**src/rtl/store_rmw_unit_if.sv**
```systemverilog
// Bus between the control unit / data memory side and the store read-modify-write unit.
// The master side issues requests and returns memory read data; the slave side is the unit.
interface store_rmw_unit_if #(
    parameter int DATA_W = 32,
    parameter int ADDR_W = 32
);
    logic              start;
    logic [ADDR_W-1:0] addr;
    logic [DATA_W-1:0] b;
    logic [1:0]        ct;
    logic [DATA_W-1:0] mr;
    logic [ADDR_W-1:0] mem_addr;
    logic              mem_wr;
    logic [DATA_W-1:0] mem_wd;
    logic              busy;
    logic              done;
    logic              err;

    modport master (
        output start, addr, b, ct, mr,
        input  mem_addr, mem_wr, mem_wd, busy, done, err
    );

    modport slave (
        input  start, addr, b, ct, mr,
        output mem_addr, mem_wr, mem_wd, busy, done, err
    );
endinterface

```
**src/rtl/store_rmw_unit.sv**
```systemverilog
// Sub-word store engine: reads the target word, merges the byte/half lane from B and
// writes it back; word stores go straight to the write cycle. All outputs are registered.
module store_rmw_unit #(
    parameter int DATA_W       = 32,
    parameter int ADDR_W       = 32,
    parameter int MEM_LAT      = 1,
    parameter bit ALLOW_OFFSET = 1'b1
) (
    input  logic             clk,
    input  logic             reset,
    store_rmw_unit_if.slave  bus
);
    localparam int LANE_W = $clog2(DATA_W / 8);
    localparam int NBYTES = DATA_W / 8;

    localparam logic [1:0] CT_WORD = 2'd0;
    localparam logic [1:0] CT_HALF = 2'd1;
    localparam logic [1:0] CT_RSVD = 2'd3;

    localparam logic [2:0] LAST_CNT = 3'(MEM_LAT);

    typedef enum logic [1:0] {
        IDLE  = 2'd0,
        READ  = 2'd1,
        WRITE = 2'd2
    } state_t;

    state_t state_reg, state_next;

    logic [2:0]        cnt_reg;
    logic [LANE_W-1:0] lane_reg;
    logic [1:0]        ct_reg;
    logic [DATA_W-1:0] b_reg;

    logic [ADDR_W-1:0] mem_addr_reg;
    logic [DATA_W-1:0] mem_wd_reg;
    logic              mem_wr_reg;
    logic              busy_reg;
    logic              done_reg;
    logic              err_reg;

    // Request decode; only meaningful while IDLE
    logic [LANE_W-1:0] lane_in;
    logic [ADDR_W-1:0] access_addr;
    logic              req_bad;
    logic              req_seen;
    logic              accept;
    logic              read_last;
    logic [DATA_W-1:0] merged;

    always_comb begin
        lane_in     = '0;
        access_addr = bus.addr;
        if (ALLOW_OFFSET) begin
            lane_in     = bus.addr[LANE_W-1:0];
            access_addr = {bus.addr[ADDR_W-1:LANE_W], {LANE_W{1'b0}}};
        end
    end

    assign req_bad   = (bus.ct == CT_RSVD) || ((bus.ct == CT_HALF) && lane_in[0]);
    assign req_seen  = (state_reg == IDLE) && bus.start;
    assign accept    = req_seen && !req_bad;
    assign read_last = (state_reg == READ) && (cnt_reg == LAST_CNT);

    // Each byte lane takes B's low byte at the addressed lane, B's second byte one lane
    // above it for halfword stores, and the fetched memory byte everywhere else.
    genvar gi;
    generate
        for (gi = 0; gi < NBYTES; gi++) begin : g_lane
            localparam logic [LANE_W-1:0] LIDX    = LANE_W'(gi);
            localparam logic [LANE_W-1:0] LIDX_LO = LANE_W'(gi - 1);
            logic sel_lo;
            logic sel_hi;
            assign sel_lo = (lane_reg == LIDX);
            assign sel_hi = (ct_reg == CT_HALF) && (gi > 0) && (lane_reg == LIDX_LO);
            assign merged[8*gi +: 8] = sel_lo ? b_reg[7:0]  :
                                       sel_hi ? b_reg[15:8] :
                                                bus.mr[8*gi +: 8];
        end
    endgenerate

    always_ff @(posedge clk or posedge reset) begin
        if (reset) begin
            state_reg <= IDLE;
        end else begin
            state_reg <= state_next;
        end
    end

    always_comb begin
        state_next = state_reg;
        case (state_reg)
            IDLE: begin
                if (accept) begin
                    state_next = (bus.ct == CT_WORD) ? WRITE : READ;
                end
            end
            READ: begin
                if (read_last) begin
                    state_next = WRITE;
                end
            end
            WRITE:   state_next = IDLE;
            default: state_next = IDLE;
        endcase
    end

    // Read-latency counter and latched request
    always_ff @(posedge clk or posedge reset) begin
        if (reset) begin
            cnt_reg  <= '0;
            lane_reg <= '0;
            ct_reg   <= '0;
            b_reg    <= '0;
        end else begin
            if (accept) begin
                cnt_reg  <= '0;
                lane_reg <= lane_in;
                ct_reg   <= bus.ct;
                b_reg    <= bus.b;
            end else if (state_reg == READ) begin
                cnt_reg <= cnt_reg + 3'd1;
            end
        end
    end

    // Memory-side address/data hold their last values between accesses
    always_ff @(posedge clk or posedge reset) begin
        if (reset) begin
            mem_addr_reg <= '0;
            mem_wd_reg   <= '0;
        end else begin
            if (accept) begin
                mem_addr_reg <= access_addr;
                if (bus.ct == CT_WORD) begin
                    mem_wd_reg <= bus.b;
                end
            end else if (read_last) begin
                mem_wd_reg <= merged;
            end
        end
    end

    always_ff @(posedge clk or posedge reset) begin
        if (reset) begin
            mem_wr_reg <= 1'b0;
            busy_reg   <= 1'b0;
            done_reg   <= 1'b0;
            err_reg    <= 1'b0;
        end else begin
            mem_wr_reg <= (state_next == WRITE);
            busy_reg   <= (state_next != IDLE);
            done_reg   <= (state_next == WRITE);
            err_reg    <= req_seen && req_bad;
        end
    end

    assign bus.mem_addr = mem_addr_reg;
    assign bus.mem_wd   = mem_wd_reg;
    assign bus.mem_wr   = mem_wr_reg;
    assign bus.busy     = busy_reg;
    assign bus.done     = done_reg;
    assign bus.err      = err_reg;
endmodule

```
**src/flat_wrapper.sv**
```systemverilog
// flat-port wrapper written by rule: the top's interface ports become plain ports
module store_rmw_unit_flat 
#(
    parameter int DATA_W       = 32,
    parameter int ADDR_W       = 32,
    parameter int MEM_LAT      = 1,
    parameter bit ALLOW_OFFSET = 1'b1
)
  (clk, reset, bus_start, bus_addr, bus_b, bus_ct, bus_mr, bus_mem_addr, bus_mem_wr, bus_mem_wd, bus_busy, bus_done, bus_err);
  store_rmw_unit_if #(.DATA_W(DATA_W), .ADDR_W(ADDR_W)) bus_i ();
  input  logic clk;
  input  logic reset;
  input wire logic [$bits(bus_i.start)-1:0] bus_start;
  input wire logic [$bits(bus_i.addr)-1:0] bus_addr;
  input wire logic [$bits(bus_i.b)-1:0] bus_b;
  input wire logic [$bits(bus_i.ct)-1:0] bus_ct;
  input wire logic [$bits(bus_i.mr)-1:0] bus_mr;
  output wire logic [$bits(bus_i.mem_addr)-1:0] bus_mem_addr;
  output wire logic [$bits(bus_i.mem_wr)-1:0] bus_mem_wr;
  output wire logic [$bits(bus_i.mem_wd)-1:0] bus_mem_wd;
  output wire logic [$bits(bus_i.busy)-1:0] bus_busy;
  output wire logic [$bits(bus_i.done)-1:0] bus_done;
  output wire logic [$bits(bus_i.err)-1:0] bus_err;
  assign bus_i.start = bus_start;
  assign bus_i.addr = bus_addr;
  assign bus_i.b = bus_b;
  assign bus_i.ct = bus_ct;
  assign bus_i.mr = bus_mr;
  assign bus_mem_addr = bus_i.mem_addr;
  assign bus_mem_wr = bus_i.mem_wr;
  assign bus_mem_wd = bus_i.mem_wd;
  assign bus_busy = bus_i.busy;
  assign bus_done = bus_i.done;
  assign bus_err = bus_i.err;
  store_rmw_unit #(.DATA_W(DATA_W), .ADDR_W(ADDR_W), .MEM_LAT(MEM_LAT), .ALLOW_OFFSET(ALLOW_OFFSET)) u_core (.clk(clk), .reset(reset), .bus(bus_i));
endmodule
```
**config.mk**
```make
export PLATFORM = sky130hd
export DESIGN_NAME = store_rmw_unit_flat
export DESIGN_NICKNAME = d
export VERILOG_FILES = /design/src/rtl/store_rmw_unit_if.sv /design/src/rtl/store_rmw_unit.sv /design/src/flat_wrapper.sv
export SDC_FILE = /design/constraint.sdc
export NUM_CORES = 1
export LEC_CHECK = 0
export ABC_AREA = 1
export BUFFER_PORTS_ARGS = -buffer_cell sky130_fd_sc_hd__buf_2
export CAP_MARGIN = 20
export CORE_ASPECT_RATIO = 0.5
export CORE_MARGIN = 4
export CORE_UTILIZATION = 37
export DETAILED_ROUTE_END_ITERATION = 10
export GPL_ROUTABILITY_DRIVEN = 0
export PLACE_DENSITY = 0.65
export SKIP_LAST_GASP = 1
export SLEW_MARGIN = 40
export SYNTH_ARGS = -nofsm -noshare
export SYNTH_HDL_FRONTEND = slang
export SYNTH_SLANG_ARGS = --single-unit
```
**constraint.sdc**
```tcl
create_clock -name clk -period 3.61 [get_ports clk]
set_input_delay 0.722 -clock clk [delete_from_list [all_inputs] [get_ports clk]]
set_output_delay 0.722 -clock clk [all_outputs]
set_load 0.005 [all_outputs]
```
==> metrics.log, run 1 <==
[metrics] result of the run: complete, no violations
[metrics] number of antenna violations at the first check in global routing: 1
[metrics] Top-Level Pins: 169
[metrics] aggregate global routing overflow: 0
[metrics] height of the chip: 85.61 µm
[metrics] Startpoint Class: flop
[metrics] path type of the worst min-delay path: in -> async
[metrics] count of input and output buffers: 166
[metrics] post-DP HPWL: 9.576 mm
[metrics] LEAKAGE: 0.003169 µW
[metrics] remaining max-slew budget at the tightest pin: 66.61%
[metrics] unrepaired setup endpoints after global routing: no
[metrics] commonest cells after routing, fill and taps aside: 254 x nand2_1, 166 x buf_2, 90 x dfrtp_1
[metrics] DR vias/cell: 4.677
[metrics] sequential element share of the synthesized area: between 50% and 60%
[metrics] detailed router's first-iteration violation count: 271
[metrics] TritonCTS buffer count: 9
[metrics] cell area after layout: 5670 µm²
[metrics] kind of cell with the highest combined delay on the critical path: simple AND/OR/NAND/NOR gates
[metrics] DR DRC count: 0
[metrics] clock tree from TritonCTS: yes
[metrics] number of buffers on the longest clock path: 2
[metrics] most common cell type on the critical path: nand2_1
[metrics] setup TNS: 0 ns
[metrics] post-route setup slack: 1.532 ns
[metrics] largest net degree at the start of global routing: 49
[metrics] pre-CTS setup slack: 1.251 ns
[metrics] detailed-route wire length: between 10 and 15 mm
[metrics] final worst clock skew: 0.01036 ns
[metrics] Post-synth top flop: dfrtp_1
[metrics] multi-input gate area in the final layout: 1858 µm²
[metrics] average wire length per cell after detail routing: 14.12 µm
[metrics] H-tree levels: 3
[metrics] worst slew pin tran: 0.5003 ns
[metrics] worst reg2reg startpoint: u_core.state_reg[1]$_DFF_PP0_
[metrics] Routed Antenna Nets: 0
[metrics] register bit total from synthesis: 90
[metrics] proportion of register bits with asynchronous set or reset after synthesis: 100.0%
[metrics] FP Rows: 28
[metrics] area of the placeable core: 11,810 µm²
[metrics] Warnings, synthesis: 0
[metrics] r2r setup slk: 1.53 ns
[metrics] EDFF count, synth: 0
[metrics] required time at the endpoint of the critical path: 3.84 ns
[metrics] net total in the final layout: 848
[metrics] via count of the first global-routing pass: between 4,000 and 5,000
[metrics] relative area change from synthesis to final layout: 27.23%
[metrics] first-pass GRT wire length: approximately 21 mm
[metrics] Crit-path slowest cell: dfrtp_1
[metrics] via count: 4,284
[metrics] Tot GR Track Use: 18.72%
[metrics] max-slew violation total from the final report: 0
[metrics] CP Capture Type: flop
[metrics] Gate Count Post-Synth: 587
[metrics] Starting Density: a little under two fifths
[metrics] arrival time at the worst endpoint: roughly 2.3 ns
[metrics] clk slew on worst S/H paths: 0.07 ns
[metrics] most common library cell in the layout ignoring fill and taps: nand2_1
[metrics] later-pin clock latency in the skew report: between 0.3 and 0.4 ns
[metrics] worst reg2reg path endpoint: u_core.bus.mem_wd[10]$_DFFE_PP0P_
[metrics] path type of the worst setup path: reg -> reg
[metrics] Avg Synthesized Cell Area: 7.592 µm²
[metrics] final count of negative-setup-slack endpoints: 0
[metrics] R2R cell count: 9
[metrics] IR drop worst, VDD: 0.0002842 V
[metrics] number of maximum-capacitance violations: 0
[metrics] fmax: 481.2 MHz
[metrics] area used by sequential logic in the layout: between 2000 and 2500 µm²
[metrics] final critical-path share of the clock period: a little under three fifths
[metrics] Post-CTS Setup Repair Bufs: 0
[metrics] number of flip-flops in the largest register: 32
[metrics] post-synth cell types: 26
[metrics] die footprint: around 14,000 µm²
[metrics] cells along the critical path: inv_2 > nand2_1 > nor2_1 > nand2_1 > nand2_2 > buf_4 > nand2_1 > a21oi_1 > nor2_1
[metrics] worst-path maximum fanout: 30
[metrics] post-detailed-placement cell area: 5380 µm²
[metrics] Final Hold Viols: 0
[metrics] worst path bufs/invs: 2
[metrics] Post-Synthesis Cell Area: between 4000 and 5000 µm²
[metrics] clock sink total: 90
[metrics] Filler Cell Count: 1,196
[metrics] width of the die: 163.2 µm
[metrics] biggest cell delay along the critical path: 0.44 ns
[metrics] first drt pass iteration count: 5
[metrics] power per standard cell area: 831.5 nW/µm²
[metrics] CTS Root Cell: clkbuf_16
[metrics] post-cts hold buffer count: 0
[metrics] shortest clock period the worst path allows after layout: 2.078 ns
[metrics] Resized Gates After CTS: 0
[metrics] share of post-route cells with drive strength above 1: 27.60%
## how the worst max path moves through the flow
stage / from / end / slack, ns / depth (start not counted)
floorplan: reset / u_core.b_reg[0]$_DFFE_PP0N_ / 0.55 / 1
global placement: bus_ct[1] / u_core.bus.mem_wd[29]$_DFFE_PP0P_ / 1.39 / 7
detailed placement: bus_ct[1] / u_core.state_reg[0]$_DFF_PP0_ / 1.25 / 5
CTS: u_core.state_reg[1]$_DFF_PP0_ / u_core.state_reg[0]$_DFF_PP0_ / 1.57 / 6
global route: u_core.state_reg[1]$_DFF_PP0_ / u_core.bus.mem_wd[24]$_DFFE_PP0P_ / 1.28 / 8
finish: u_core.state_reg[1]$_DFF_PP0_ / u_core.bus.mem_wd[10]$_DFFE_PP0P_ / 1.53 / 9
## metal layers
layer | track usage (%) | share of wire [%]
met2 | 31.02 | 48
met4 | 5.403 | 1.7
met3 | 4.465 | 5.4
met5 | 0 | 0
met1 | 24.77 | 45
## cells by family (layout without fill, tap and decap cells)
logic type,after synthesis,after routing,synth area share (%)
DFF,90,90,50.53
AOI/OAI and AO/OA,80,80,9.601
adders and majority gates,2,2,0.5614
and+or+nand+nor,337,337,31.05
buffers and inverters,76,238,7.973
other,1,3,0.08414
xor gates and xnor gates,1,1,0.1966
## cells in the mapped netlist, types with 2 or more instances
library cell | number | share of area (%)
nand2_1 | 254 | 21
dfrtp_1 | 90 | 51
o21ai_0 | 39 | 4.4
inv_1 | 45 | 3.8
a21oi_1 | 25 | 2.8
nor2_4 | 5 | 1.3
nor2_2 | 3 | 0.42
inv_2 | 4 | 0.34
nand2_4 | 2 | 0.51
buf_6 | 3 | 0.76
clkbuf_1 | 5 | 0.42
nand2_2 | 4 | 0.56
a31oi_1 | 8 | 1.1
nand3_1 | 33 | 3.7
buf_4 | 10 | 1.7
o211ai_1 | 6 | 1.0
ha_1 | 2 | 0.56
buf_2 | 8 | 0.90
nor2_1 | 34 | 2.9
## cell type report
type,count,area share [%]
diodes,1,0.04413
clock buffers,12,4.523
clock inverters,4,0.4634
inverters,50,3.398
multi-input cells,422,32.77
flip-flops and latches,90,39.72
well taps,165,3.641
repair buffers,172,15.45
## through the flow
step / util [%] / instances / hold slack [ns] / total power [µW]
floorplan: - / 588 / 0.4724 / 3104
global placement: 45.54 / 899 / 0.4568 / 3787
detailed placement: 45.57 / 899 / 0.4598 / 3834
CTS: 47.97 / 915 / 0.4013 / 4750
global route: 48.03 / 916 / 0.4136 / 5131
finish: 48.03 / 916 / 0.3879 / 4715
## worst reg2reg max path: stages (launching register included)
cell	delay, ns
dfrtp_1	0.44
inv_2	0.10
nand2_1	0.05
nor2_1	0.22
nand2_1	0.13
nand2_2	0.40
buf_4	0.34
nand2_1	0.09
a21oi_1	0.15
nor2_1	0.06
## power breakdown
group	total (µW)	switching (µW)	leakage, µW	internal (µW)
registers	1800	309	0.00110	1490
logic	2020	1240	0.00194	774
clock network	900	397	0.000139	504
total	4720	1950	0.00317	2770
No activity file was read; power rests on OpenSTA's default activity.
==> run 2, diff against run 1 <==
--- a/config.mk
+++ b/config.mk
@@ -5,7 +5,7 @@
 export SDC_FILE = /design/constraint.sdc
 export NUM_CORES = 1
 export LEC_CHECK = 0
-export ABC_AREA = 1
+export ABC_AREA = 0
 export BUFFER_PORTS_ARGS = -buffer_cell sky130_fd_sc_hd__buf_2
 export CAP_MARGIN = 20
 export CORE_ASPECT_RATIO = 0.5
@@ -13,7 +13,7 @@
 export CORE_UTILIZATION = 37
 export DETAILED_ROUTE_END_ITERATION = 10
 export GPL_ROUTABILITY_DRIVEN = 0
-export PLACE_DENSITY = 0.65
+export PLACE_DENSITY = 0.68
 export SKIP_LAST_GASP = 1
 export SLEW_MARGIN = 40
 export SYNTH_ARGS = -nofsm -noshare
==> constraint.sdc (replaced) <==
create_clock -name clk -period 1.8 [get_ports clk]
set_input_delay 0.36 -clock clk [delete_from_list [all_inputs] [get_ports clk]]
set_output_delay 0.36 -clock clk [all_outputs]
set_load 0.005 [all_outputs]
==> run 2 against run 1 <==
  * Register-to-register slack got worse by 1.5 ns
  * Largest power group unchanged
  * Power increased by 110%
  * Cell count decreased by 6.2%
  * First-iteration DRC count increased by 19%
  * Non-clock buffer count increased by 29
  * Clock skew decreased by 0.0015 ns
  * Clock power increased by 110%
  * Critical path type unchanged
  * Sequential share of layout area decreased by 1.2 points
==> metrics.log, run 2 <==
[metrics] share of post-route cells with drive strength above 1: 33.71% (+6.1 points)
[metrics] arrival time at the worst endpoint: 1.99 ns (-0.32 ns)
[metrics] Starting Density: 38.60% (+0.85 points)
[metrics] count of antenna diodes in the layout: 0 (-1)
[metrics] largest net degree at the start of global routing: 91 (+86%)
[metrics] sw frac: 38.47% (-2.9 points)
[metrics] number of maximum-capacitance violations: 0 (unchanged)
[metrics] average wire length per cell after detail routing: 15.27 µm (+8.1%)
[metrics] required time at the endpoint of the critical path: 2.05 ns (-1.79 ns)
[metrics] worst slew pin tran: 0.6645 ns (+0.1642 ns)
[metrics] post-DP HPWL: 9.111 mm (-4.9%)
[metrics] post-synth cell types: 37 (+42%)
[metrics] result of the run: complete, no violations
[metrics] width of the die: 160.8 µm (-1.5%)
[metrics] die footprint: 13,560 µm² (-2.9%)
[metrics] library cell with the largest summed area after synthesis: dfrtp_1
[metrics] via count of the first global-routing pass: 4,136 (-3.7%)
[metrics] sequential element share of the synthesized area: 52.17% (+1.6 points)
[metrics] cell area after layout: 5867 µm² (+3.5%)
[metrics] remaining max-slew budget at the tightest pin: 55.23% (-11 points)
[metrics] first drt pass iteration count: 4 (-1)
[metrics] path type of the worst min-delay path: in -> async
[metrics] number of flip-flops in the largest register: 32 (unchanged)
[metrics] DR vias/cell: 4.930 (+5.4%)
[metrics] later-pin clock latency in the skew report: 0.34 ns (about the same)
[metrics] unrepaired setup endpoints after global routing: yes
[metrics] most common library cell in the layout ignoring fill and taps: buf_2
[metrics] Yosys top cell area share: 52.17% (+1.6 points)
[metrics] clk slew on worst S/H paths: 0.07 ns (about the same)
[metrics] final critical-path share of the clock period: 96.76% (+39 points)
[metrics] FP Rows: 27 (-3.6%)
[metrics] via count: 4,235 (-1.1%)
[metrics] post-route setup slack: 0.05833 ns (-1.473 ns)
[metrics] IR drop worst, VDD: 0.0005575 V (+96%)
[metrics] first-pass GRT wire length: 20.77 mm (-1.1%)
[metrics] relative area change from synthesis to final layout: 35.91%
[metrics] shortest clock period the worst path allows after layout: 1.742 ns (-0.3365 ns)
[metrics] net total in the final layout: 798 (-5.9%)
[metrics] Tot GR Track Use: 18.85% (+0.13 points)
[metrics] most common cell in the netlist: nand2_1
[metrics] path type of the worst setup path: reg -> reg
[metrics] clock tree from TritonCTS: yes
[metrics] max-slew violation total from the final report: 0 (unchanged)
[metrics] Warnings, synthesis: 0 (unchanged)
[metrics] aggregate global routing overflow: 0 (unchanged)
[metrics] Final Hold Viols: 0 (unchanged)
[metrics] Filler Cell Count: 1,046 (-13%)
[metrics] final count of negative-setup-slack endpoints: 0 (unchanged)
[metrics] final worst clock skew: 0.008866 ns (-0.001497 ns)
[metrics] Routed Antenna Nets: 0 (unchanged)
[metrics] setup TNS: 0 ns (unchanged)
[metrics] clock sink total: 90 (unchanged)
[metrics] DR DRC count: 0 (unchanged)
[metrics] number of buffers on the longest clock path: 2 (unchanged)
[metrics] register bit total from synthesis: 90 (unchanged)
[metrics] count of input and output buffers: 166 (unchanged)
[metrics] EDFF count, synth: 0 (unchanged)
[metrics] detailed-route wire length: 13.11 mm (+1.4%)
[metrics] commonest cells after routing, fill and taps aside: 166 x buf_2, 158 x nand2_1, 86 x nor2_1
[metrics] power share of the sequential group: 38.4% (+0.3 points)
[metrics] cell-internal power: 6232 µW (+130%)
[metrics] largest cells by area after synthesis: dfrtp_1 52%, nand2_1 14%, nor2_1 7.5%
[metrics] part of the total power dissipated in the clock network: 18.8% (-0.3 points)
[metrics] height of the chip: 84.38 µm (-1.4%)
[metrics] H-tree levels: 3 (unchanged)
[metrics] power per standard cell area: 1726 nW/µm² (+110%)
[metrics] post-detailed-placement cell area: 5404 µm² (+0.44%)
[metrics] CP Capture Type: flop
[metrics] number of antenna violations at the first check in global routing: 0 (-1)
[metrics] combinational share of power: 42.8% (about the same)
[metrics] detailed router's first-iteration violation count: 323 (+19%)
[metrics] TritonCTS buffer count: 9 (unchanged)
[metrics] Post-Synthesis Cell Area: 4317 µm² (-3.1%)
[metrics] Gate Count Post-Synth: 521 (-11%)
[metrics] Top-Level Pins: 169 (unchanged)
[metrics] worst-path maximum fanout: 17 (-43%)
[metrics] CTS Root Cell: clkbuf_16
[metrics] Avg Synthesized Cell Area: 8.285 µm² (+9.1%)
[metrics] area of the placeable core: 11,180 µm² (-5.3%)
[metrics] commonest cells in the synthesized netlist: 159 x nand2_1, 90 x dfrtp_1, 86 x nor2_1
[metrics] pre-CTS setup slack: -0.03879 ns (-1.290 ns)
[metrics] fmax: 574.2 MHz (+19%)
[metrics] Post-synth top flop: dfrtp_1
[metrics] proportion of register bits with asynchronous set or reset after synthesis: 100.0% (unchanged)
[metrics] LEAKAGE: 0.003092 µW (-2.4%)
[metrics] Startpoint Class: flop
[metrics] total design power: 10,130 µW (+110%)
[metrics] Sw Pwr: 3897 µW (+100%)
run 2: cell count changes after synthesis, moves of 9 or more:
cell      change
nor2b_1      +11
nor3_1       +23
clkbuf_1     +13
inv_1        -41
nand3_1      -33
nand2_1      -95
o21ai_0      -36
a211oi_1      +9
or4_1        +24
nor2_1       +52
run 2: through the flow:
step,util [%],hold WS [ns],instances
global placement,48.33,0.4530,833
floorplan,-,0.4634,522
CTS,51.16,0.1779,850
detailed placement,48.33,0.4566,833
finish,52.47,0.1498,859
global route,52.47,0.2034,859
run 2: worst max-delay path, stage by stage, from the launching register on:
cell     delay [ns]
dfrtp_2        0.45
or4b_1         0.50
a21o_4         0.25
buf_4          0.20
o31ai_1        0.25
run 2: kinds of logic after synthesis:
family | synth area share (%)
compound gates | 8.667
xor+xnor | 0.4059
fa+ha+maj | 0.5796
buf+inv | 5.072
flops | 52.17
other cells | 0.08687
simple gates | 33.01
run 2: final cells by class:
class / instances / area, µm² / share of cell area, %
clock buffers: 12 / 246.5 / 4.201
well taps: 159 / 198.9 / 3.391
repair buffers: 201 / 1177 / 20.07
inverters: 5 / 25.02 / 0.4265
multi-input cells: 388 / 1909 / 32.54
flip-flops and latches: 90 / 2258 / 38.49
clock inverters: 4 / 51.30 / 0.8744
run 2: metal layers:
metal	up-vias	track usage [%]	wire, µm
met2	144	31.50	6227
met5	-	0	0
met1	2000	24.99	5734
met3	18	4.414	928
met4	0	4.799	223
li1	2073	-	-
run 2: final timing paths:
path	slack, ns	endpoint	cells after the start	from
worst min-delay path	0.15	u_core.b_reg[9]$_DFFE_PP0N_	3	reset
min in group clk	0.20	u_core.bus.mem_addr[6]$_DFFE_PP0N_	3	bus_addr[6]
worst max-delay path	0.06	u_core.bus.mem_wd[3]$_DFFE_PP0P_	4	u_core.state_reg[0]$_DFF_PP0_
worst min register to register	0.47	u_core.bus.mem_addr[7]$_DFFE_PP0N_	2	u_core.bus.mem_addr[7]$_DFFE_PP0N_
worst max register to register	0.06	u_core.bus.mem_wd[3]$_DFFE_PP0P_	4	u_core.state_reg[0]$_DFF_PP0_
max in group asynchronous	1.25	u_core.ct_reg[1]$_DFFE_PP0N_	3	reset
run 2: power by group through the flow:
stage / clock [µW] / combinational, µW / sequential (µW)
after floorplan: 0 / 2450 / 3720
after global placement: 0 / 3940 / 3880
after detailed placement: 0 / 4050 / 3880
after CTS: 1950 / 4080 / 3880
after global routing: 2030 / 4870 / 4020
final: 1900 / 4340 / 3890
run 2: what timing repair did:
action / in CTS / in global routing
buffers inserted: 0 / 8
hold buffers: 0 / 0
cloned: 1 / 1
pin swaps: 0 / 3
gates resized for setup: 2 / 19
endpoints found under the setup margin: 1 / 33
